`src/rtl/prog_feeder_pkg.sv`:
```
// Shared constants for the program feeder and the processor it drives.
// Latency: n/a (definitions only).
// Backpressure: n/a.
package prog_feeder_pkg;

    localparam int CMD_LENGTH = 6;
    localparam int FEED_ADDR_W = 4;
    localparam int FEED_DEPTH = 16;

    localparam logic [1:0] CMD_MV  = 2'b00;
    localparam logic [1:0] CMD_MVI = 2'b01;
    localparam logic [1:0] CMD_ADD = 2'b10;
    localparam logic [1:0] CMD_SUB = 2'b11;

    typedef enum logic [1:0] {
        FEED_IDLE  = 2'd0,
        FEED_FETCH = 2'd1,
        FEED_IMM   = 2'd2,
        FEED_EXEC  = 2'd3
    } feed_state_t;

    // Opcode field of an instruction word.
    function automatic logic [1:0] cmd_op(input logic [CMD_LENGTH-1:0] word);
        return word[5:4];
    endfunction

endpackage

```
`src/rtl/prog_ram.sv`:
```
// Program memory: DEPTH x W register array, synchronous write, combinational read.
// Latency: write visible the cycle after the write edge; read is zero-cycle.
// Backpressure: none; the write strobe is gated by the caller.
module prog_ram #(
    parameter int W     = 6,
    parameter int AW    = 4,
    parameter int DEPTH = 16
) (
    input  logic          clk,
    input  logic          we,
    input  logic [AW-1:0] waddr,
    input  logic [W-1:0]  wdata,
    input  logic [AW-1:0] raddr,
    output logic [W-1:0]  rdata
);

    logic [W-1:0] mem [DEPTH];

    // Contents are deliberately not reset; the program survives a reset.
    always_ff @(posedge clk) begin
        if (we) begin
            mem[waddr] <= wdata;
        end
    end

    assign rdata = mem[raddr];

endmodule

```
`src/rtl/prog_feeder.sv`:
```
// Feeds a stored program to the processor over DIN, driving run and using done as handshake.
// Latency: MV/MVI 2 cycles, ADD/SUB 4 cycles from one FETCH to the next.
// Backpressure: FETCH holds until Tstep==0; IMM/EXEC hold until done.
module prog_feeder
    import prog_feeder_pkg::*;
#(
    parameter int CMD_W  = CMD_LENGTH,
    parameter int ADDR_W = FEED_ADDR_W,
    parameter int DEPTH  = FEED_DEPTH
) (
    input  logic              clk,
    input  logic              reset,
    input  logic              prog_we,
    input  logic [ADDR_W-1:0] prog_addr,
    input  logic [CMD_W-1:0]  prog_wdata,
    input  logic [ADDR_W:0]   prog_len,
    input  logic              start,
    input  logic [1:0]        Tstep,
    input  logic              done,
    output logic [CMD_W-1:0]  DIN,
    output logic              run,
    output logic [ADDR_W-1:0] pc,
    output logic              busy,
    output logic              err
);

    feed_state_t       state;
    // One bit wider than pc so that len==DEPTH is distinguishable from 0.
    logic [ADDR_W:0]   cnt;
    logic [ADDR_W:0]   cnt_inc;
    logic [ADDR_W:0]   len_q;
    logic [CMD_W-1:0]  rd_word;
    logic              idle;

    assign idle    = (state == FEED_IDLE);
    assign cnt_inc = cnt + 1'b1;
    assign pc      = cnt[ADDR_W-1:0];

    prog_ram #(
        .W     (CMD_W),
        .AW    (ADDR_W),
        .DEPTH (DEPTH)
    ) u_ram (
        .clk   (clk),
        .we    (prog_we && idle),
        .waddr (prog_addr),
        .wdata (prog_wdata),
        .raddr (pc),
        .rdata (rd_word)
    );

    // Sequencer: walks the program, one word per commit, ending on the length count.
    always_ff @(posedge clk or posedge reset) begin
        if (reset) begin
            state <= FEED_IDLE;
            cnt   <= '0;
            len_q <= '0;
            err   <= 1'b0;
        end else begin
            case (state)
                FEED_IDLE: begin
                    if (start) begin
                        len_q <= prog_len;
                        cnt   <= '0;
                        err   <= 1'b0;
                        state <= (prog_len == '0) ? FEED_IDLE : FEED_FETCH;
                    end
                end
                FEED_FETCH: begin
                    // Tstep==0 is the edge on which the processor loads IR.
                    if (Tstep == 2'd0) begin
                        cnt <= cnt_inc;
                        if (cmd_op(rd_word) == CMD_MVI) begin
                            if (cnt_inc == len_q) begin
                                err   <= 1'b1;
                                state <= FEED_IDLE;
                            end else begin
                                state <= FEED_IMM;
                            end
                        end else begin
                            state <= FEED_EXEC;
                        end
                    end
                end
                FEED_IMM: begin
                    if (done) begin
                        cnt   <= cnt_inc;
                        state <= (cnt_inc == len_q) ? FEED_IDLE : FEED_FETCH;
                    end
                end
                FEED_EXEC: begin
                    if (done) begin
                        state <= (cnt == len_q) ? FEED_IDLE : FEED_FETCH;
                    end
                end
                default: state <= FEED_IDLE;
            endcase
        end
    end

    // Outputs decode straight from the state register so run drops right after the last done.
    assign run  = !idle;
    assign busy = !idle;
    assign DIN  = (state == FEED_FETCH || state == FEED_IMM) ? rd_word : '0;

endmodule

```
`config.mk`:
```
export PLATFORM = sky130hd
export DESIGN_NAME = prog_feeder
export DESIGN_NICKNAME = d
export VERILOG_FILES = /design/src/rtl/prog_feeder_pkg.sv /design/src/rtl/prog_ram.sv /design/src/rtl/prog_feeder.sv
export SDC_FILE = /design/constraint.sdc
export NUM_CORES = 1
export LEC_CHECK = 0
export ABC_AREA = 1
export ABC_CLOCK_PERIOD_IN_PS = 2350
export CORE_MARGIN = 5
export CORE_UTILIZATION = 49
export CTS_CLUSTER_SIZE = 30
export DETAILED_ROUTE_END_ITERATION = 8
export PLACE_DENSITY_LB_ADDON = 0.3
export SYNTH_ARGS = -nofsm -noshare
export SYNTH_HDL_FRONTEND = slang
export SYNTH_SLANG_ARGS = --single-unit
```
`constraint.sdc`:
```
create_clock -name clk -period 2.35 [get_ports clk]
set_input_delay 0.47 -clock clk [delete_from_list [all_inputs] [get_ports clk]]
set_output_delay 0.47 -clock clk [all_outputs]
set_load 0.1 [all_outputs]
```
# After elaboration in Yosys (flattened, before gate mapping)
# Memory sizes are Yosys's and may differ from the RTL's.
# Index checks and enable logic that the tools add are counted.
[classes]
reduce_logical = 12
add_sub_neg = 1
eq_ne = 12
mux = 22
[ops]
columns = ["operator", "count"]
rows = [
  ["two-way mux 5 bit", 3],
  ["case mux 5 bit (3 select lines)", 1],
  ["two-way mux 2 bit", 6],
  ["inequality test 2 bit (second input constant)", 6],
  ["equality test 5 bit", 2],
  ["two-way mux 1 bit", 9],
  ["case mux 2 bit (4 select lines)", 1],
  ["AND reduction 4 bit", 2],
  ["two-way mux 6 bit", 1],
  ["adder 5 x 1 -> 5 bit (second input constant)", 1],
  ["zero test 5 bit", 1],
  ["AND reduction 5 bit", 1],
  ["equality test 2 x 1 -> 1 bit (second input constant)", 2],
  ["equality test 2 bit (second input constant)", 2],
  ["zero test 2 bit", 2],
  ["nonzero test 3 bit", 1],
  ["case mux 1 bit (2 select lines)", 1],
  ["AND reduction 2 bit", 1],
  ["nonzero test 2 bit", 1],
  ["logical AND 1 bit", 1],
  ["zero test 1 bit", 1],
  ["logical OR 1 bit", 1],
]
[totals]
ram_bits = 96
memories = 1
reg_bits = 13
[mem_list]
columns = ["name", "depth", "word_bits", "rd", "rd_ports_with_merged_regs", "write_ports", "line_no", "text"]
rows = [
  ["u_ram.mem", 16, 6, 1, 0, 1, "prog_ram.sv:17", "logic [W-1:0] mem [DEPTH];"],
]

# Logic depth before layout (Yosys ltp)
# Gate-level depths: netlist of the first run.
[logic_depth]
depth_word = 6
mapped_depth = 14
ltp_nobuf = 13

# Modules after synthesis
# Synthesis of the first run repeated with hierarchy kept, for this count alone.
[unflattened]
hier_cells = 553
area_unflattened_um2 = 5202.5
[by_module_without_submodules]
columns = ["module", "cells_per_inst", "n_inst", "area_each_um2", "seq_area_each_um2"]
rows = [
  ["prog_ram", 414, 1, 4205.3, 2882.8],
  ["prog_feeder", 139, 1, 997.2, 325.3],
]

# Worst setup path before layout of the first run
# No wires, ideal clock.
[synth_timing]
kind = "register to output"
startpoint = "register cnt[1]"
endpoint = "output port DIN[1]"
required_time_ps = 1880
t_arrival_ps = 2676
n_path_buf = 3
path_slack_ps = -796
path_stages_with_launch = 9
cell_sequence = "dfrtp_1 buf_6 inv_2 buf_6 buf_2 o21ai_0 o221ai_1 nand3_1 a21oi_1"
[synth_via]
elab_chain_len = 2
[synth_rtl]
columns = ["item", "line_no", "text"]
rows = [
  ["from (decl)", "prog_feeder.sv:29", "logic [ADDR_W:0] cnt;"],
  ["from (signal assigned)", "prog_feeder.sv:72", "cnt <= cnt_inc;"],
  ["from (signal assigned)", "prog_feeder.sv:87", "cnt <= cnt_inc;"],
  ["memory read (16 x 6 bit)", "--", ""],
  ["two-way mux 6 bit", "prog_feeder.sv:104", "assign DIN = (state == FEED_FETCH || state == FEED_IMM) ? rd_word : '0;"],
  ["to (decl)", "prog_feeder.sv:20", "output logic [CMD_W-1:0] DIN,"],
]
# Every way passes these cells.

# Worst setup path after layout of the first run
[layout_timing]
startpoint = "register cnt[0]"
endpoint = "output port DIN[5]"
# The elaborated chain is that of the path after synthesis.

==> results of run 1 <==
critical path, cell delays in order, from the launching register on:
cell and delay [ns]:
dfrtp_2 0.48, inv_4 0.07, buf_12 0.15, buf_4 0.16, nand2_1 0.08, nand3_1 0.08, nand2_1 0.07, nand2_1 0.06
nand3_2 0.10, nand2_4 0.07, nor2_4 0.12, buf_12 0.18
metal layers:
metal	global-route usage, %	routed length (µm)	vias to the layer above
met1	25.73	4667	1687
met5	0	0	-
met3	3.320	650	10
met2	34.19	6015	130
li1	-	-	1640
met4	7.828	116	0
cells by family after synthesis:
kind of cell | Yosys count
mux | 4
xor+xnor | 7
buf+inv | 74
fa+ha+maj | 6
flops | 109
compound gates | 73
simple gates | 173
cell usage in the layout (no fill, tap or decap), types with 2 or more instances in the layout:
| cell type | n |
|---|---|
| o21ai_1 | 6 |
| mux2_2 | 4 |
| nand3_2 | 10 |
| buf_4 | 32 |
| o21ai_0 | 36 |
| dfrtp_2 | 2 |
| inv_1 | 45 |
| o211ai_1 | 5 |
| xnor2_1 | 5 |
| nand3_1 | 27 |
| nand2_1 | 69 |
| o22ai_1 | 6 |
| inv_2 | 2 |
| nor3_1 | 2 |
| clkbuf_8 | 9 |
| xor2_1 | 2 |
| nor2_1 | 53 |
| or2_2 | 3 |
| a21oi_1 | 2 |
| o221ai_1 | 10 |
| ha_1 | 5 |
| clkdlybuf4s50_1 | 21 |
| dfrtp_1 | 11 |
| inv_4 | 2 |
| buf_12 | 16 |
| a21oi_4 | 4 |
| clkinvlp_4 | 2 |
| inv_6 | 3 |
| edfxtp_1 | 96 |
| nor2_4 | 3 |
flip-flops by register name, indices dropped and copies added (netlist names):
signal / flops
err: 1
len_q: 5
u_ram.mem: 96
cnt: 5
state: 2
per-stage QoR:
step                std cells  area, µm²  setup slack [ns]
floorplan                 446       4974           -0.2563
global placement          619       5644            0.1434
detailed placement        619       5644           0.08733
CTS                       638       5939          -0.09334
global route              640       6042           -0.1753
finish                    640       6042          -0.08173
how the worst max path moves through the flow:
stage | startpoint | to | slack, ns | cells after the start
3_3_place_gp | prog_we | u_ram.mem[3][1] | 0.14 | 5
6_report | cnt[0] | DIN[5] | -0.08 | 11
3_5_place_dp | prog_we | u_ram.mem[3][1] | 0.09 | 5
5_1_grt | cnt[0] | DIN[5] | -0.18 | 10
2_1_floorplan | cnt[1] | DIN[1] | -0.26 | 8
4_1_cts | cnt[0] | DIN[5] | -0.09 | 9
cell type report:
class                      count  share of cell area (%)
clock buffer                   9                   2.050
sequential                   109                   53.14
timing repair buffer          70                   13.21
inverter                      50                   3.251
clock inverter                 6                   1.139
tap                          133                   2.754
multi-input combinational    263                   24.46
power by group:
part | total (mW) | switching, mW | internal, mW
Combinational | 4.00 | 2.52 | 1.48
Clock | 1.12 | 0.621 | 0.497
Sequential | 2.36 | 0.131 | 2.23
repair_timing:
action,in CTS,in global routing
endpoints found under the setup margin,6,6
buffers inserted,3,2
pin swaps,3,12
resized for setup,9,22
cloned,1,0
endpoints found under the hold margin,0,0
==> results.md, run 1 <==
- Largest family of logic cells by synthesized area: simple AND/OR/NAND/NOR gates
- DR vias: 3467
- Avg Vias per Cell: 5.417
- CP arrival: 1.96 ns
- Final hold vios: 0
- Tot GR Track Use: 20.07%
- Most frequent cells after synthesis: 96 x edfxtp_1, 70 x nand2_1, 55 x nor2_1
- Pwr dens: 1237 mW/mm²
- H-Tree Depth: 3
- IO Pins: 35
- RSZ-0062 raised after global routing: true
- Simple logic cell fraction of the synthesized area: 14.95%
- Total power: 7.476 mW
- Peak VDD IR: 1589 µV
- Crit-path max FO: 18
- Initial antenna violation count: 0
- Layout Utilization: 61.82%
- Area occupied by multi-input gates: 0.001478 mm²
- Starting Density: 50.36%
- CP Launch Type: flip-flop
- Main area contributors after synthesis: edfxtp_1 59%, dfrtp_1 6.6%, nand2_1 5.3%
- Routed len/inst: 17.89 µm
- Setup violators final: 6
- Row count: 36
- Grt ovf: 0
- Hold_buf cts: 0
- Layout cells sized above 1: 19.92%
- Clk_skew: 0.009786 ns
- Max frequency: 411.2 MHz
- Yosys reg bits: 109
- 1st-pass router iterations: 5
- Setup slack after layout: -0.08173 ns
- Sequential cell area: 0.003211 mm²
- DIE AREA: 0.01215 mm²
- Pin count of the biggest net entering global routing: 27
- Reg2reg start: state[0]
- Die Span Y: 110.2 µm
- Post-Synth Adder-Cell Area: 1.525%
- Max Root-Sink Buffers: 2
- Fin Hold WS: 0.4387 ns
- Routed WL: 11450 µm
- Fin nets: 531
- Final RePlAce weighted congestion: 0.8865
- CP required: 1.88 ns
- Die width: 110.2 µm
- Reg2Reg Capture Point: u_ram.mem[3][0]
- Vias in the first global route: 3587
- Max-slew headroom: 54.17%
- Worst-Skew Late Latency: 0.36 ns
- Mapped Nets: 474
- Max-slew violations: 0
- FF-to-FF path depth: 6
- Number of port buffers: 34
- CTS Buf Count: 9
- Top-area cell type share of the netlist area: 58.57%
- TritonCTS Sinks: 109
- Final ANT Viol Nets: 0
- # fillers: 795
- XOR/XNOR Fraction of Synth Area: 1.246%
- First-pass GRT wire length: 18030 µm
- Min-Delay Path Class: input port to async pin
- Dpl hpwl: 7692 µm
- EDFF count, synth: 96
- Area of the mapped netlist: 0.004922 mm²
- Cells after Synth: 446
- Status: complete, but fails checks
- MaxCap Viol Count: 0
- Mux contribution to synthesized area: 0.9151%
- Synth unique cells: 32
- Diodes inserted: 0
- DR iter-0 viols: 328
- Layout Area Growth over Synthesis: 22.75%
- Most frequent cell after synthesis: edfxtp_1
- CTS Root Cell: clkbuf_8
- R2R setup slack: 0.23 ns
- Syn avg cell area: 11.04 µm²
- Crit end category: primary output
- Slew @ Worst Pin: 0.6849 ns
- Failing checks: negative setup slack
- Final setup TNS: -0.3644 ns
- Fin crit share: 103.5%
- TritonCTS clock tree: done
- Synth warnings: 0
- Fin crit period: 2.432 ns
- Seq/Total Area, Yosys: 65.18%
- Crit path kind: flip-flop to primary output
- Clock transition at path regs: 0.10 ns
- Cell taking the most area after synthesis: edfxtp_1
- Post-synthesis compound-gate area fraction: 8.744%
- Placeable Area: 0.009774 mm²
- Post-synth top flop: edfxtp_1
- Ys async rst share: 11.93%
- P_leak: 2.308 nW
- Residual DRC count: 0
No activity file was read; power rests on OpenSTA's default activity.
==> inputs of run 2 (changes only) <==
--- a/config.mk
+++ b/config.mk
@@ -11,6 +11,7 @@
 export CORE_UTILIZATION = 49
 export CTS_CLUSTER_SIZE = 30
 export DETAILED_ROUTE_END_ITERATION = 8
+export GPL_ROUTABILITY_DRIVEN = 0
 export PLACE_DENSITY_LB_ADDON = 0.3
 export SYNTH_ARGS = -nofsm -noshare
 export SYNTH_HDL_FRONTEND = slang
==> results of run 2 <==
The final DEF is identical to that of run 1; final timing and power are the same.
